===== src/rtl/bus_arb_pkg.sv =====
// Shared types and helpers for the round-robin bus arbiter.
package bus_arb_pkg;

  typedef enum logic {
    IDLE  = 1'b0,
    BURST = 1'b1
  } arb_state_e;

  localparam int ARB_MAX_REQ = 16;

  // Width of an index/counter field; never collapses to zero bits.
  function automatic int clog2_min1(input int n);
    return (n < 2) ? 1 : $clog2(n);
  endfunction

endpackage


===== src/rtl/bus_arbiter_rr_picker.sv =====
// Combinational round-robin picker: first set request at or above ptr,
// wrapping, found via a double-width masked priority search.
module rr_picker
  import bus_arb_pkg::*;
#(
  parameter int p_num_req = 4
) (
  input  logic [p_num_req-1:0]             req,
  input  logic [clog2_min1(p_num_req)-1:0] ptr,
  output logic                             found,
  output logic [clog2_min1(p_num_req)-1:0] idx
);

  localparam int ID_W = clog2_min1(p_num_req);

  logic [p_num_req-1:0]   mask;
  logic [2*p_num_req-1:0] dbl;
  int                     pos;

  // Low half holds requests at/above ptr, high half the full vector, so the
  // lowest set bit of the pair is the wrap-around winner.
  always_comb begin
    mask  = ~((p_num_req'(1) << ptr) - p_num_req'(1));
    dbl   = {req, req & mask};
    found = |req;
    pos   = 0;
    for (int i = 2*p_num_req-1; i >= 0; i--) begin
      if (dbl[i]) pos = i;
    end
    idx = ID_W'((pos >= p_num_req) ? pos - p_num_req : pos);
  end

endmodule


===== src/rtl/bus_arbiter.sv =====
// Round-robin bus arbiter: locks one requester per burst and muxes its
// valid/data onto the shared channel; only the grantee sees ready.
module bus_arbiter
  import bus_arb_pkg::*;
#(
  parameter int p_width     = 32,
  parameter int p_num_req   = 4,
  parameter int p_max_burst = 4
) (
  input  logic                              i_clk,
  input  logic                              i_rst_n,
  input  logic [p_num_req-1:0]              i_valid,
  input  logic [p_num_req-1:0][p_width-1:0] i_data,
  input  logic [p_num_req-1:0]              i_last,
  output logic [p_num_req-1:0]              o_ready,
  output logic                              o_valid,
  output logic [p_width-1:0]                o_data,
  input  logic                              i_ready,
  output logic [p_num_req-1:0]              o_grant,
  output logic [clog2_min1(p_num_req)-1:0]  o_grant_id
);

  localparam int ID_W  = clog2_min1(p_num_req);
  localparam int CNT_W = clog2_min1(p_max_burst + 1);
  localparam logic [CNT_W-1:0] LAST_CNT = CNT_W'(p_max_burst - 1);

  arb_state_e           state_q;
  logic [ID_W-1:0]      gnt_q;
  logic [ID_W-1:0]      rr_ptr_q;
  logic [CNT_W-1:0]     beat_cnt_q;
  logic [p_num_req-1:0] grant_q;

  logic            pick_found;
  logic [ID_W-1:0] pick_idx;
  logic            in_burst;
  logic            accept;
  logic            burst_end;
  logic [ID_W-1:0] next_ptr;

  rr_picker #(
    .p_num_req(p_num_req)
  ) u_picker (
    .req  (i_valid),
    .ptr  (rr_ptr_q),
    .found(pick_found),
    .idx  (pick_idx)
  );

  assign in_burst  = (state_q == BURST);
  assign accept    = o_valid & i_ready;
  assign burst_end = accept & (i_last[gnt_q] | (beat_cnt_q == LAST_CNT));
  assign next_ptr  = (gnt_q == ID_W'(p_num_req - 1)) ? '0 : gnt_q + 1'b1;

  // Granted mux: purely combinational so a beat passes in the same cycle.
  always_comb begin
    o_ready = '0;
    o_valid = 1'b0;
    o_data  = '0;
    if (in_burst) begin
      o_ready[gnt_q] = i_ready;
      o_valid        = i_valid[gnt_q];
      o_data         = i_data[gnt_q];
    end
  end

  assign o_grant    = grant_q;
  assign o_grant_id = in_burst ? gnt_q : '0;

  always_ff @(posedge i_clk or negedge i_rst_n) begin
    if (!i_rst_n) begin
      state_q    <= IDLE;
      gnt_q      <= '0;
      rr_ptr_q   <= '0;
      beat_cnt_q <= '0;
      grant_q    <= '0;
    end else begin
      unique case (state_q)
        IDLE: begin
          if (pick_found) begin
            state_q    <= BURST;
            gnt_q      <= pick_idx;
            grant_q    <= p_num_req'(1) << pick_idx;
            beat_cnt_q <= '0;
          end
        end
        BURST: begin
          if (accept) beat_cnt_q <= beat_cnt_q + 1'b1;
          // Grant drops for one bubble cycle; pointer moves past the winner.
          if (burst_end) begin
            state_q  <= IDLE;
            grant_q  <= '0;
            rr_ptr_q <= next_ptr;
          end
        end
        default: state_q <= IDLE;
      endcase
    end
  end

endmodule


===== config.mk =====
export PLATFORM = sky130hd
export DESIGN_NAME = bus_arbiter
export DESIGN_NICKNAME = d
export VERILOG_FILES = /design/src/rtl/bus_arb_pkg.sv /design/src/rtl/bus_arbiter_rr_picker.sv /design/src/rtl/bus_arbiter.sv
export SDC_FILE = /design/constraint.sdc
export NUM_CORES = 1
export LEC_CHECK = 0
export CORE_AREA = 2 2 70 72
export DETAILED_ROUTE_END_ITERATION = 7
export DIE_AREA = 0 0 72 74
export DONT_BUFFER_PORTS = 1
export GPL_TIMING_DRIVEN = 0
export PLACE_DENSITY_LB_ADDON = 0.08
export RECOVER_POWER = 100
export SLEW_MARGIN = 10
export SYNTH_ARGS = -nofsm -noshare
export SYNTH_HDL_FRONTEND = slang
export SYNTH_SLANG_ARGS = --single-unit

===== constraint.sdc =====
create_clock -name i_clk -period 1.9 [get_ports i_clk]
set_clock_uncertainty 0.05 [all_clocks]
set_input_delay 0.38 -clock i_clk [delete_from_list [all_inputs] [get_ports i_clk]]
set_output_delay 0.38 -clock i_clk [all_outputs]
set_load 0.02 [all_outputs]

==> flow_summary.yaml, run 1 <==
yosys:
  synth_fp_nets: 300
  synth_cells: 155
  synth_area_leader_cell: "mux4_2"
  synth_cell_types: 32
  synth_area_mm2: 0.00181
  synthTopCellsByArea: "mux4_2 40%, dfrtp_1 17%, and2_1 12%"
  synth.avg_cell_area_um2: 11.6
  synth.ff_latch_count: 12
  synth_ff_type: "dfrtp_1"
  yosysWarnings: 0
  netlist.area_leader.share_pct: 39.9
  synth_edf_count: 0
  synthArstFlopShare_pct: 100
  ys_seq_area_share_pct: 16.6
clocking:
  numCtsBuffers: 3
  htreeDepth: 1
  cts_root_buf: "clkbuf_8"
  clk_pin_slew_ns: 0.05
  tritoncts: "yes"
  worstSkewPairLatency_ns: 0.24
  clock_sinks: 12
  clk_path_buf_depth: 2
cells_and_area:
  finalNonFillerCells: 222
  drive_above_1_share_pct: 58.9
  diodes: 0
  post-route-util_pct: 48.5
  multi_input_area_mm2: 0.00150
  final.fill_count: 424
  finish.net_count: 314
  seq_area_um2: 302
  syn_to_final_growth_pct: 23.4
worst_setup_path:
  startpoint: "gnt_q[0]"
  arrival_ns: 1.63
  cp.required_ns: 1.47
  path_delay_family: "multiplexers"
  crit_type: "reg -> out"
  cp-end-kind: "output port"
  regToRegSetupSlack_ns: -0.01
  start_kind: "register"
  critPathMaxStageDelay_ns: 0.49
  cp_slowest_cell: "mux4_2"
  worstPathCellList: "buf_12 -> clkbuf_16 -> mux4_2 -> and2_4"
  critical_path_peak_fanout: 7
  timing.rr.start: "gnt_q[0]"
  crit_buf_inv: 2
sta:
  setup_viol: 35
  fmax_mhz: 485
  rsz0062_at_grt: "true"
  period_minus_slack_ns: 2.06
  setup_tns_ns: -4.28
  max-slew-margin-rel_pct: 55.2
  min_period_over_period_pct: 108
  tightestPinTransition_ns: 0.673
  report.final.slew_viol_count: 0
  finalHoldViolations: 0
  layout_setup_ws_ns: -0.160
die:
  die_width_um: 72
  ios: 182
  die_h_um: 74
  core_area_mm2: 0.00460
  die-area_mm2: 0.00533
  initial_core_util_pct: 39.3
  fp-row-count: 25
worst_hold_path:
  hp-class: "in -> reg"
  min_from: "i_valid[2]"
global_route:
  grt_antenna_before_repair: 0
  grt_pass1_wl_mm: 7.42
  grt.overflow.total: 0
  grt_pass1_vias: 1458
  grtUsageTotal_pct: 18.2
  grt_max_degree: 13
placement:
  place_congestion: 0.822
  placed_cells: 209
  dp_hpwl_mm: 4.79
  port_buffers: 0
routing:
  vias: 1437
  dr.pass1.iters: 4
  drtAntennaViolNets: 0
  via_per_inst: 6.47
  wl_per_cell_um: 25.9
  drcViolationCount: 0
  finalWirelength_mm: 5.76
  drtIter0Drc: 29
power:
  p_leak_nw: 0.890
  powerDensity_mw_per_mm2: 1850
  peakVddDrop_mv: 0.685
outcome:
  failed_checks: "setup timing"
  status: "finished, violations left"
job:
  maxCapViolCount: 0
final timing paths:
path / endpoint / cells after the start
worst max-delay path: o_data[6] / 4
worst min-delay path: gnt_q[0] / 3
worst max register to register: o_grant[0] / 5
worst min register to register: beat_cnt_q[0] / 1
max in group asynchronous: gnt_q[0] / 1
min in group asynchronous: rr_ptr_q[0] / 1
tightest hold or removal path, stage by stage:
cell and delay, ns:
a221oi_1 0.13, nand2_1 0.10, o21ai_1 0.06
cell usage in the layout (no fill, tap or decap), types with 3 or more instances in the layout:
cell / count
a21o_1: 3
a21oi_1: 3
a22o_1: 3
and2_4: 32
and3_1: 3
buf_12: 6
buf_4: 5
clkbuf_1: 3
clkbuf_8: 6
dfrtp_1: 11
ha_1: 6
inv_1: 3
mux2i_1: 4
mux4_2: 32
nand2_1: 8
nor2_1: 5
area by class of cell:
type                            instances  share of cell area, %
Multi-Input combinational cell        124                   67.4
Sequential cell                        12                   13.5
Buffer                                 14                   6.85
Timing Repair Buffer                    9                   5.84
Tap cell                               54                   3.03
Clock buffer                            4                   2.47
Inverter                                5                  0.842
per-stage QoR:
step	hold slack (ns)	worst slack, ns	power [W]	instance area (um^2)
after floorplan	0.0344	-0.0220	0.00277	1830
after global placement	0.0348	-0.234	0.00310	1900
after detailed placement	0.0347	-0.263	0.00315	1900
after CTS	0.343	-0.158	0.00406	2170
after global routing	0.450	-0.193	0.00435	2230
final	0.421	-0.160	0.00411	2230
metal layers:
layer | global-route usage, % | wire length (um)
met5 | 0 | 0
met4 | 5.45 | 70
met3 | 2.30 | 389
met2 | 35.3 | 3380
met1 | 21.0 | 1920
registers in the layout, summed over array words and instances, names as in the netlist:
name / flops
o_grant: 4
in_burst: 1
beat_cnt_q: 3
rr_ptr_q: 2
gnt_q: 2
where the power goes:
part	total, W	internal, W	switching [W]	leakage [nW]
clock	0.000272	0.000183	0.0000892	0.0288
combinational	0.00335	0.00171	0.00164	0.712
sequential	0.000491	0.000371	0.000120	0.150
total	0.00411	0.00227	0.00185	0.890
cell usage after synthesis (2+ instances only):
master     n
a21o_1     3
a21oi_1    3
a22o_1     3
and2_1    34
and3_1     5
buf_2      3
buf_4      5
clkbuf_1   6
dfrtp_1   12
ha_1       6
inv_1      3
inv_2      2
mux2_1     3
mux2i_1    6
mux4_2    32
nand2_1    8
nor2_1     5
o21ai_1    2
kinds of logic after synthesis:
logic type	synth area share (%)
compound gates	8.94
fa+ha+maj	4.16
buf+inv	5.20
flops	16.6
mux	45.9
simple gates	19.1
repair_timing:
action | CTS | global route
hold buffers | 1 | 0
endpoints found under the hold margin | 12 | 0
setup buffers | 6 | 0
setup endpoints to repair | 37 | 37
resized for setup | 82 | 7
cloned | 0 | 2
pin swaps | 1 | 1
(Power assumes the default switching activity.)
==> inputs of run 2 (changes only) <==
--- a/config.mk
+++ b/config.mk
@@ -10,7 +10,7 @@
 export DIE_AREA = 0 0 72 74
 export DONT_BUFFER_PORTS = 1
 export GPL_TIMING_DRIVEN = 0
-export PLACE_DENSITY_LB_ADDON = 0.08
+export PLACE_DENSITY = 0.64
 export RECOVER_POWER = 100
 export SLEW_MARGIN = 10
 export SYNTH_ARGS = -nofsm -noshare
==> flow_summary.yaml, run 2 (synthesized netlist as in run 1, its figures left out) <==
global_route:
  grt_antenna_before_repair: 0
  top_usage_layer: "met2"
  grt.met2_usage_pct: 42.4
  grt_pass1_vias: 1560
  grtUsageTotal_pct: 21.9
  grt_pass1_wl_mm: 8.83
  grt_max_degree: 13
  grt.overflow.total: 0
  use_met3_pct: 6.37
  gr-usage-met1_pct: 23.7
sta:
  setup_viol: 37
  finalHoldViolations: 0
  report.final.slew_viol_count: 0
  layout_setup_ws_ns: -0.151
  tightestPinTransition_ns: 0.737
  fmax_mhz: 488
  rsz0062_at_grt: "true"
  whs_ns: 0.423
  max-slew-margin-rel_pct: 50.8
  period_minus_slack_ns: 2.05
  min_period_over_period_pct: 108
worst_setup_path:
  regToRegSetupSlack_ns: -0.09
  critPathMaxStageDelay_ns: 0.51
  cp_slowest_cell: "mux4_2"
  crit_top_cell: "buf_12"
  timing.rr.start: "gnt_q[0]"
  arrival_ns: 1.62
  start_kind: "register"
  crit_type: "reg -> out"
  worstRegToRegCells: 5
  crit_buf_inv: 2
  critical_path_peak_fanout: 10
  cp-end-kind: "output port"
  timing.rr.end: "o_grant[0]"
  path_delay_family: "multiplexers"
  cp.required_ns: 1.47
  worstPathCellList: "buf_12 -> buf_12 -> mux4_2 -> and2_4"
cells_and_area:
  drive_above_1_share_pct: 60.7
  diodes: 0
  largest_reg_flops: 4
  syn_to_final_growth_pct: 20.7
  finish.net_count: 314
  mostFrequentLayoutCells: "32 x mux4_2, 32 x and2_4, 10 x dfrtp_1"
routing:
  drcViolationCount: 0
  drtAntennaViolNets: 0
  vias: 1511
  via_per_inst: 6.81
  dr.pass1.iters: 4
  finalWirelength_mm: 6.42
  wl_per_cell_um: 28.9
  drtIter0Drc: 49
die:
  fp-row-count: 25
  die-area_mm2: 0.00533
  die_width_um: 72
  die_h_um: 74
  core_area_mm2: 0.00460
  initial_core_util_pct: 39.3
  ios: 182
worst_hold_path:
  hp-class: "in -> reg"
  min_from: "i_valid[2]"
  min_to: "gnt_q[0]"
  holdPathStages: 3
clocking:
  worstSkewPairLatency_ns: 0.24
  tritoncts: "yes"
  clk_pin_slew_ns: 0.06
  clk_path_buf_depth: 2
  cts_root_buf: "clkbuf_8"
  clock_sinks: 12
  numCtsBuffers: 3
  htreeDepth: 1
placement:
  place_congestion: 0.952
  port_buffers: 0
  preCtsSetupSlack_ns: -0.262
  dp_hpwl_mm: 5.40
power:
  totalPowerFinal_w: 0.00409
  p_leak_nw: 0.868
  powerDensity_mw_per_mm2: 1880
  peakVddDrop_mv: 0.867
outcome:
  failed_checks: "setup timing"
  status: "finished, violations left"
job:
  maxCapViolCount: 0
## run 2: cell count changes in the layout (fill, tap and decap cells not counted), sizes merged
cell / previous run / this run
clkbuf: 13 / 11
buf: 13 / 15
## run 2: final cells by class
cell class,count,area (um^2)
fillers,419,2420
multi-input cells,124,1510
flip-flops and latches,12,303
plain buffers,14,150
repair buffers,9,73.8
well taps,54,67.6
clock buffers,4,55.1
inverters,5,21.3
## run 2: timing repair
action | CTS | global route
buffers inserted | 6 | 2
endpoints found under the hold margin | 12 | 0
hold buffers | 1 | 0
pin swaps | 1 | 3
resized for setup | 86 | 8
endpoints found under the setup margin | 39 | 41
## run 2: how the worst max path moves through the flow
stage	startpoint	end	slack, ns	depth (start not counted)
3_5_place_dp	gnt_q[1]	o_data[27]	-0.26	4
4_1_cts	gnt_q[0]	o_data[18]	-0.16	4
5_1_grt	gnt_q[0]	o_data[18]	-0.19	4
2_1_floorplan	gnt_q[0]	o_data[25]	-0.02	4
6_report	gnt_q[0]	o_data[18]	-0.15	4
3_3_place_gp	gnt_q[1]	o_data[14]	-0.20	4
## run 2: routing by layer
metal	part of all wire, %	wire length, um
met5	0	0
met4	1.7	111
met3	9.4	604
met2	56	3630
met1	32	2080
## run 2: report_power, final
group	total, W	internal [W]	switching, W
sequential	0.000503	0.000372	0.000131
combinational	0.00330	0.00164	0.00167
clock	0.000281	0.000183	0.0000980
## run 2: worst min-delay path: stages
cell and delay (ns):
a221oi_1 0.14, nand2_1 0.10, o21ai_1 0.06
## run 2: per-stage QoR
step	cell area, um^2	TNS, ns	instances	util, %
global route	2180	-5.78	222	47.4
floorplan	1830	-0.559	155	-
global placement	1900	-4.23	209	41.2
detailed placement	1900	-5.52	209	41.2
CTS	2150	-4.56	220	46.9
finish	2180	-4.40	222	47.4
